<file path="src/rtl/ghost_collision.sv">
// Ghost contact detector with life/grace/game-over state machine and blink control.
// Optional GHOST_PIXEL_HIT_EN: pixel-accurate contact evaluated once per frame.
module ghost_collision #(
    parameter int SPRITE_W    = 16,
    parameter int INSET       = 3,
    parameter int LIVES_INIT  = 3,
    parameter int GRACE_TICKS = 100000000,
    parameter int BLINK_TICKS = 6250000
) (
    input  logic       clk,
    input  logic       reset,
    input  logic [9:0] y_x,
    input  logic [9:0] y_y,
    input  logic [9:0] g_t_x,
    input  logic [9:0] g_t_y,
    input  logic [9:0] g_b_x,
    input  logic [9:0] g_b_y,
    input  logic [9:0] x,
    input  logic [9:0] y,
    input  logic       yoshi_on,
    input  logic       ghost_top_on,
    input  logic       ghost_bottom_on,
    output logic       hit,
    output logic [1:0] lives,
    output logic       game_over,
    output logic       blink,
    output logic       grace
);
    typedef enum logic [1:0] {ALIVE, GRACE, GAME_OVER} state_t;

    localparam int GC_W = $clog2(GRACE_TICKS + 1);
    localparam int BC_W = $clog2(BLINK_TICKS + 1);

    logic contact_q;

`ifdef GHOST_PIXEL_HIT_EN
    logic frame_hit_q;
    logic px_hit;
    logic eval_pt;
    logic unused_pos;

    assign px_hit     = yoshi_on && (ghost_top_on || ghost_bottom_on);
    assign eval_pt    = (x == 10'd0) && (y == 10'd480);
    assign unused_pos = ^{y_x, y_y, g_t_x, g_t_y, g_b_x, g_b_y};

    // contact only changes at the start of vertical blank, one decision per frame
    always_ff @(posedge clk) begin
        if (reset) begin
            frame_hit_q <= 1'b0;
            contact_q   <= 1'b0;
        end else if (eval_pt) begin
            frame_hit_q <= 1'b0;
            contact_q   <= frame_hit_q | px_hit;
        end else begin
            frame_hit_q <= frame_hit_q | px_hit;
        end
    end
`else
    localparam logic [10:0] SW = 11'(SPRITE_W);
    localparam logic [10:0] IN = 11'(INSET);

    logic contact_d;
    logic unused_pix;

    // 11-bit compare so boxes near the right/bottom edge never wrap
    function automatic logic box_overlap(input logic [9:0] ax, input logic [9:0] ay,
                                         input logic [9:0] bx, input logic [9:0] by);
        logic [10:0] ax1, ay1, bx1, by1;
        ax1 = {1'b0, ax};
        ay1 = {1'b0, ay};
        bx1 = {1'b0, bx};
        by1 = {1'b0, by};
        return ((ax1 + IN) < (bx1 + SW - IN)) && ((bx1 + IN) < (ax1 + SW - IN)) &&
               ((ay1 + IN) < (by1 + SW - IN)) && ((by1 + IN) < (ay1 + SW - IN));
    endfunction

    assign contact_d  = box_overlap(y_x, y_y, g_t_x, g_t_y) | box_overlap(y_x, y_y, g_b_x, g_b_y);
    assign unused_pix = ^{x, y, yoshi_on, ghost_top_on, ghost_bottom_on};

    always_ff @(posedge clk) begin
        if (reset) contact_q <= 1'b0;
        else       contact_q <= contact_d;
    end
`endif

    state_t          state_q;
    logic [1:0]      lives_q;
    logic            hit_q;
    logic            game_over_q;
    logic            grace_q;
    logic            blink_q;
    logic [GC_W-1:0] grace_cnt_q;
    logic [BC_W-1:0] blink_cnt_q;

    always_ff @(posedge clk) begin
        if (reset) begin
            state_q     <= ALIVE;
            lives_q     <= 2'(LIVES_INIT);
            hit_q       <= 1'b0;
            game_over_q <= 1'b0;
            grace_q     <= 1'b0;
            blink_q     <= 1'b1;
            grace_cnt_q <= '0;
            blink_cnt_q <= '0;
        end else begin
            hit_q <= 1'b0;
            case (state_q)
                ALIVE: begin
                    if (contact_q) begin
                        hit_q       <= 1'b1;
                        lives_q     <= lives_q - 2'd1;
                        grace_cnt_q <= '0;
                        blink_cnt_q <= '0;
                        blink_q     <= 1'b1;
                        if (lives_q == 2'd1) begin
                            state_q     <= GAME_OVER;
                            game_over_q <= 1'b1;
                        end else begin
                            state_q <= GRACE;
                            grace_q <= 1'b1;
                        end
                    end
                end
                GRACE: begin
                    if (grace_cnt_q == GC_W'(GRACE_TICKS - 1)) begin
                        state_q     <= ALIVE;
                        grace_q     <= 1'b0;
                        blink_q     <= 1'b1;
                        grace_cnt_q <= '0;
                        blink_cnt_q <= '0;
                    end else begin
                        grace_cnt_q <= grace_cnt_q + 1'b1;
                        if (blink_cnt_q == BC_W'(BLINK_TICKS - 1)) begin
                            blink_cnt_q <= '0;
                            blink_q     <= ~blink_q;
                        end else begin
                            blink_cnt_q <= blink_cnt_q + 1'b1;
                        end
                    end
                end
                default: begin
                    // terminal until reset
                    state_q     <= GAME_OVER;
                    lives_q     <= 2'd0;
                    game_over_q <= 1'b1;
                    grace_q     <= 1'b0;
                    blink_q     <= 1'b1;
                end
            endcase
        end
    end

    assign hit       = hit_q;
    assign lives     = lives_q;
    assign game_over = game_over_q;
    assign grace     = grace_q;
    assign blink     = blink_q;
endmodule

</file>
<file path="config.mk">
export PLATFORM = sky130hd
export DESIGN_NAME = ghost_collision
export DESIGN_NICKNAME = d
export VERILOG_FILES = /design/src/rtl/ghost_collision.sv
export SDC_FILE = /design/constraint.sdc
export NUM_CORES = 1
export LEC_CHECK = 0
export CELL_PAD_IN_SITES_DETAIL_PLACEMENT = 0
export CELL_PAD_IN_SITES_GLOBAL_PLACEMENT = 1
export CORE_ASPECT_RATIO = 0.6
export CORE_MARGIN = 2
export CORE_UTILIZATION = 37
export DETAILED_ROUTE_END_ITERATION = 7
export MAX_ROUTING_LAYER = met4
export PLACE_DENSITY = 0.75
export SYNTH_ARGS = -nofsm -noshare
export SYNTH_HDL_FRONTEND = slang
export SYNTH_SLANG_ARGS = --single-unit
</file>
<file path="constraint.sdc">
create_clock -name clk -period 2.9 [get_ports clk]
set_input_delay 0.58 -clock clk [delete_from_list [all_inputs] [get_ports clk]]
set_output_delay 0.58 -clock clk [all_outputs]
set_load 0.005 [all_outputs]
</file>
==> impl_metrics.toml, run 1 <==
[die]
die_h_um = 103.8
rows = 36
initial_core_util = 0.3784
die_area_mm2 = 0.01766
die_x_um = 170.3
io_pins = 91
core_area_mm2 = 0.01622

[grt]
gr-total-overflow = 0
grt_max_degree = 23
grt_pass1_vias = 5808
grt_use_total = 0.1968
antenna_found_initial = 0
grt_pass1_wl_um = 27910

[clock_tree]
cts_buffer_depth = 2
cts-root-buf = "clkbuf_16"
ctsHtreeMaxLevel = 3
clock_latency_ps = 320
clkTransAtPathRegs_ps = 50
hold_buffers = 0
cts-buffers-inserted = 9
cts_sinks = 59
cts_tree = "built"

[yosys]
synthDistinctLibCells = 57
syn-num-nets = 965
async_flop_share = 0
synthCells = 789
yosys_most_used_dff = "dfxtp_1"
synth.avg_cell_area_um2 = 7.777
netlist_area_mm2 = 0.006136
synth_seq_cells = 59
synth-edff-count = 0
synth_warnings = 0
synth_seq_area_share = 0.1925

[pwr]
p_total_mw = 3.187
leakagePower_nw = 4.141
vdd_drop_max_v = 0.0003237
power_density_mw_per_mm2 = 341.4

[critical_path]
reg2reg_to = "blink_cnt_q[3]"
worst_path_max_delay_cell = "or4_1"
worstSetupEndpoint = "contact_q"
critPathLaunchType = "input port"
path_cells = "clkbuf_2, buf_4, a21oi_4, nor2b_4, buf_4, nor2_4, xnor2_2, ha_1, and3_4, nor4_4, o211ai_1, or4_1, o32ai_2"
rr_worst_depth = 8
crit_path_start = "y_y[0]"
cp.required_ps = 3120
regToRegSetupSlack_ps = 500
cp_slowest_stage_delay_ps = 500
path_class = "in -> reg"
cpMostUsedCell = "buf_4"
worstReg2RegStart = "grace_cnt_q[0]"
crit_path_max_fanout = 5
arrival_ps = 3060
end_kind = "flip-flop"

[drt]
drt_iter0_markers = 310
first_pass_iters = 5
ant_nets = 0
via_per_inst = 4.956
post_drt_wl_per_cell_um = 13.76
drc_errors = 0
vias = 6145
wirelength_um = 17060

[min_path]
whs_path_depth = 2
worstHoldPathType = "reg -> reg"

[timing]
tightest_slew_ps = 627.8
relSlewSlack = 0.5776
finalCritPeriodShare = 0.9791
hold_ws_ps = 459.0
fmax_mhz = 352.2
finalSetupViolCount = 0
finalHoldViolations = 0
min_period_ps = 2839
clock_skew_ps = 9.530
drv_slew = 0
worst_slack_ps = 60.60

[layout]
drive_gt1_frac = 0.3065
syn_to_final_growth_pct = 52.16
final_core_util = 0.5758
diodes = 0
fin_cells = 1240
fillCellCount = 1483
final_nets = 1202

[placed_design]
port_buffers = 67
place_congestion = 0.8624
post-dp-hpwl_um = 13510
dpl.cell_count = 1196
detailedPlace.worstSlack_ps = -770.7

[status]
status = "finished clean"

[job]
cap_violations = 0
## per-stage QoR
step | TNS [ps] | instance area (µm²)
after global placement | -640.5 | 8162
after detailed placement | -770.7 | 8162
after CTS | 0 | 8860
after floorplan | 0 | 6137
after global routing | -19.34 | 9336
final | 0 | 9336
## how the worst min path moves through the flow
stage,startpoint,end
2_1_floorplan,game_over,game_over
3_3_place_gp,game_over,game_over
3_5_place_dp,game_over,game_over
4_1_cts,game_over,game_over
5_1_grt,game_over,game_over
6_report,game_over,game_over
## Yosys cell counts, drive strengths merged (3+ instances only)
cell type,count,area [µm²]
a2111oi,3,26.28
a211oi,6,50.05
a21boi,3,22.52
a21o,7,52.55
a21oi,30,150.1
a22oi,3,22.52
a31oi,4,25.02
a41oi,3,26.28
and3,7,43.79
and4,5,43.79
buf,3,13.76
clkbuf,24,91.33
dfxtp,59,1181
ha,91,1139
inv,31,116.4
nand2,60,225.2
nand2b,12,75.07
nand3,36,180.2
nand4,24,165.2
nor2,109,409.1
nor2b,8,50.05
nor3,15,75.07
nor3b,5,37.54
nor4,13,81.33
o2111ai,5,43.79
o211ai,10,75.07
o21a,3,22.52
o21ai,26,130.1
o21bai,5,37.54
o31ai,3,22.52
or2,9,56.30
or3,5,31.28
or4,3,26.27
xnor2,71,621.9
xor2,65,569.3
## what timing repair did
item                       in CTS  in global routing
gates resized for setup        90                103
setup endpoints to repair       1                  1
pin swaps                      50                 62
buffers inserted               14                 14
## metal layers
metal	up-vias	global-route usage	routed length, µm
met1	2762	0.3039	9545
met5	-	-	0
met4	0	0.03236	112
met3	10	0.01949	538
met2	105	0.2767	6860
li1	3268	-	-
## power breakdown
| group | internal (mW) | leakage [nW] | switching [mW] |
|---|---|---|---|
| sequential | 0.832 | 0.476 | 0.0220 |
| clock | 0.775 | 0.157 | 0.360 |
| combinational | 0.606 | 3.51 | 0.593 |
## sequential cells by signal, indices dropped and copies added (netlist names)
name	flops
grace_cnt_q	27
blink_cnt_q	23
lives	2
state_q	2
blink	1
contact_q	1
game_over	1
grace	1
hit	1
## cell families (layout without fill, tap and decap cells)
kind of cell / count (synthesis) / in the layout / synth area share
buffers and inverters: 58 / 300 / 0.03609
AND/OR/NAND/NOR: 322 / 322 / 0.2596
AO/OA/AOI/OAI: 123 / 123 / 0.1321
adder cells (fa/ha/maj): 91 / 91 / 0.1856
XOR/XNOR: 136 / 136 / 0.1941
flip-flops: 59 / 59 / 0.1925
## critical path: cells and delay by family
| family | cells | cell delay, ps |
|---|---|---|
| AOI/OAI and AO/OA | 3 | 400 |
| adders and majority gates | 1 | 290 |
| and+or+nand+nor | 5 | 1150 |
| xor gates and xnor gates | 1 | 190 |
| buffers and inverters | 3 | 430 |
## area by class of cell
type | instances | area (µm²) | share of cell area
inverters | 31 | 116.4 | 0.01246
clock buffers | 12 | 246.5 | 0.02640
flip-flops and latches | 59 | 1181 | 0.1265
well taps | 209 | 261.5 | 0.02801
multi-input cells | 672 | 5339 | 0.5718
repair buffers | 253 | 2118 | 0.2269
clock inverters | 4 | 73.82 | 0.007907
## cells in the final DEF (no fill, tap or decap), types with 8 or more instances in the layout
master,netlist,routed
o211ai_1,10,10
dfxtp_1,59,59
dlymetal6s2s_1,0,28
a21oi_1,30,23
o21ai_0,26,23
nor3_1,15,9
dlygate4sd2_1,0,16
nor4_1,13,12
xnor2_2,0,9
clkdlybuf4s50_1,0,15
xor2_1,65,58
ha_4,0,10
nand2b_1,12,11
xnor2_1,71,62
nand4_1,23,23
ha_1,91,73
buf_4,0,180
nor2_1,109,93
ha_2,0,8
nor2_4,0,10
nand3_1,36,31
inv_1,31,25
clkbuf_16,0,9
nand2_1,60,56
(Power assumes the default switching activity.)
==> inputs of run 2 (changes only) <==
--- a/config.mk
+++ b/config.mk
@@ -5,6 +5,7 @@
 export SDC_FILE = /design/constraint.sdc
 export NUM_CORES = 1
 export LEC_CHECK = 0
+export ABC_CLOCK_PERIOD_IN_PS = 2900
 export CELL_PAD_IN_SITES_DETAIL_PLACEMENT = 0
 export CELL_PAD_IN_SITES_GLOBAL_PLACEMENT = 1
 export CORE_ASPECT_RATIO = 0.6
==> results of run 2 <==
Same layout as run 1: the final DEF is identical, and so are final timing and power.
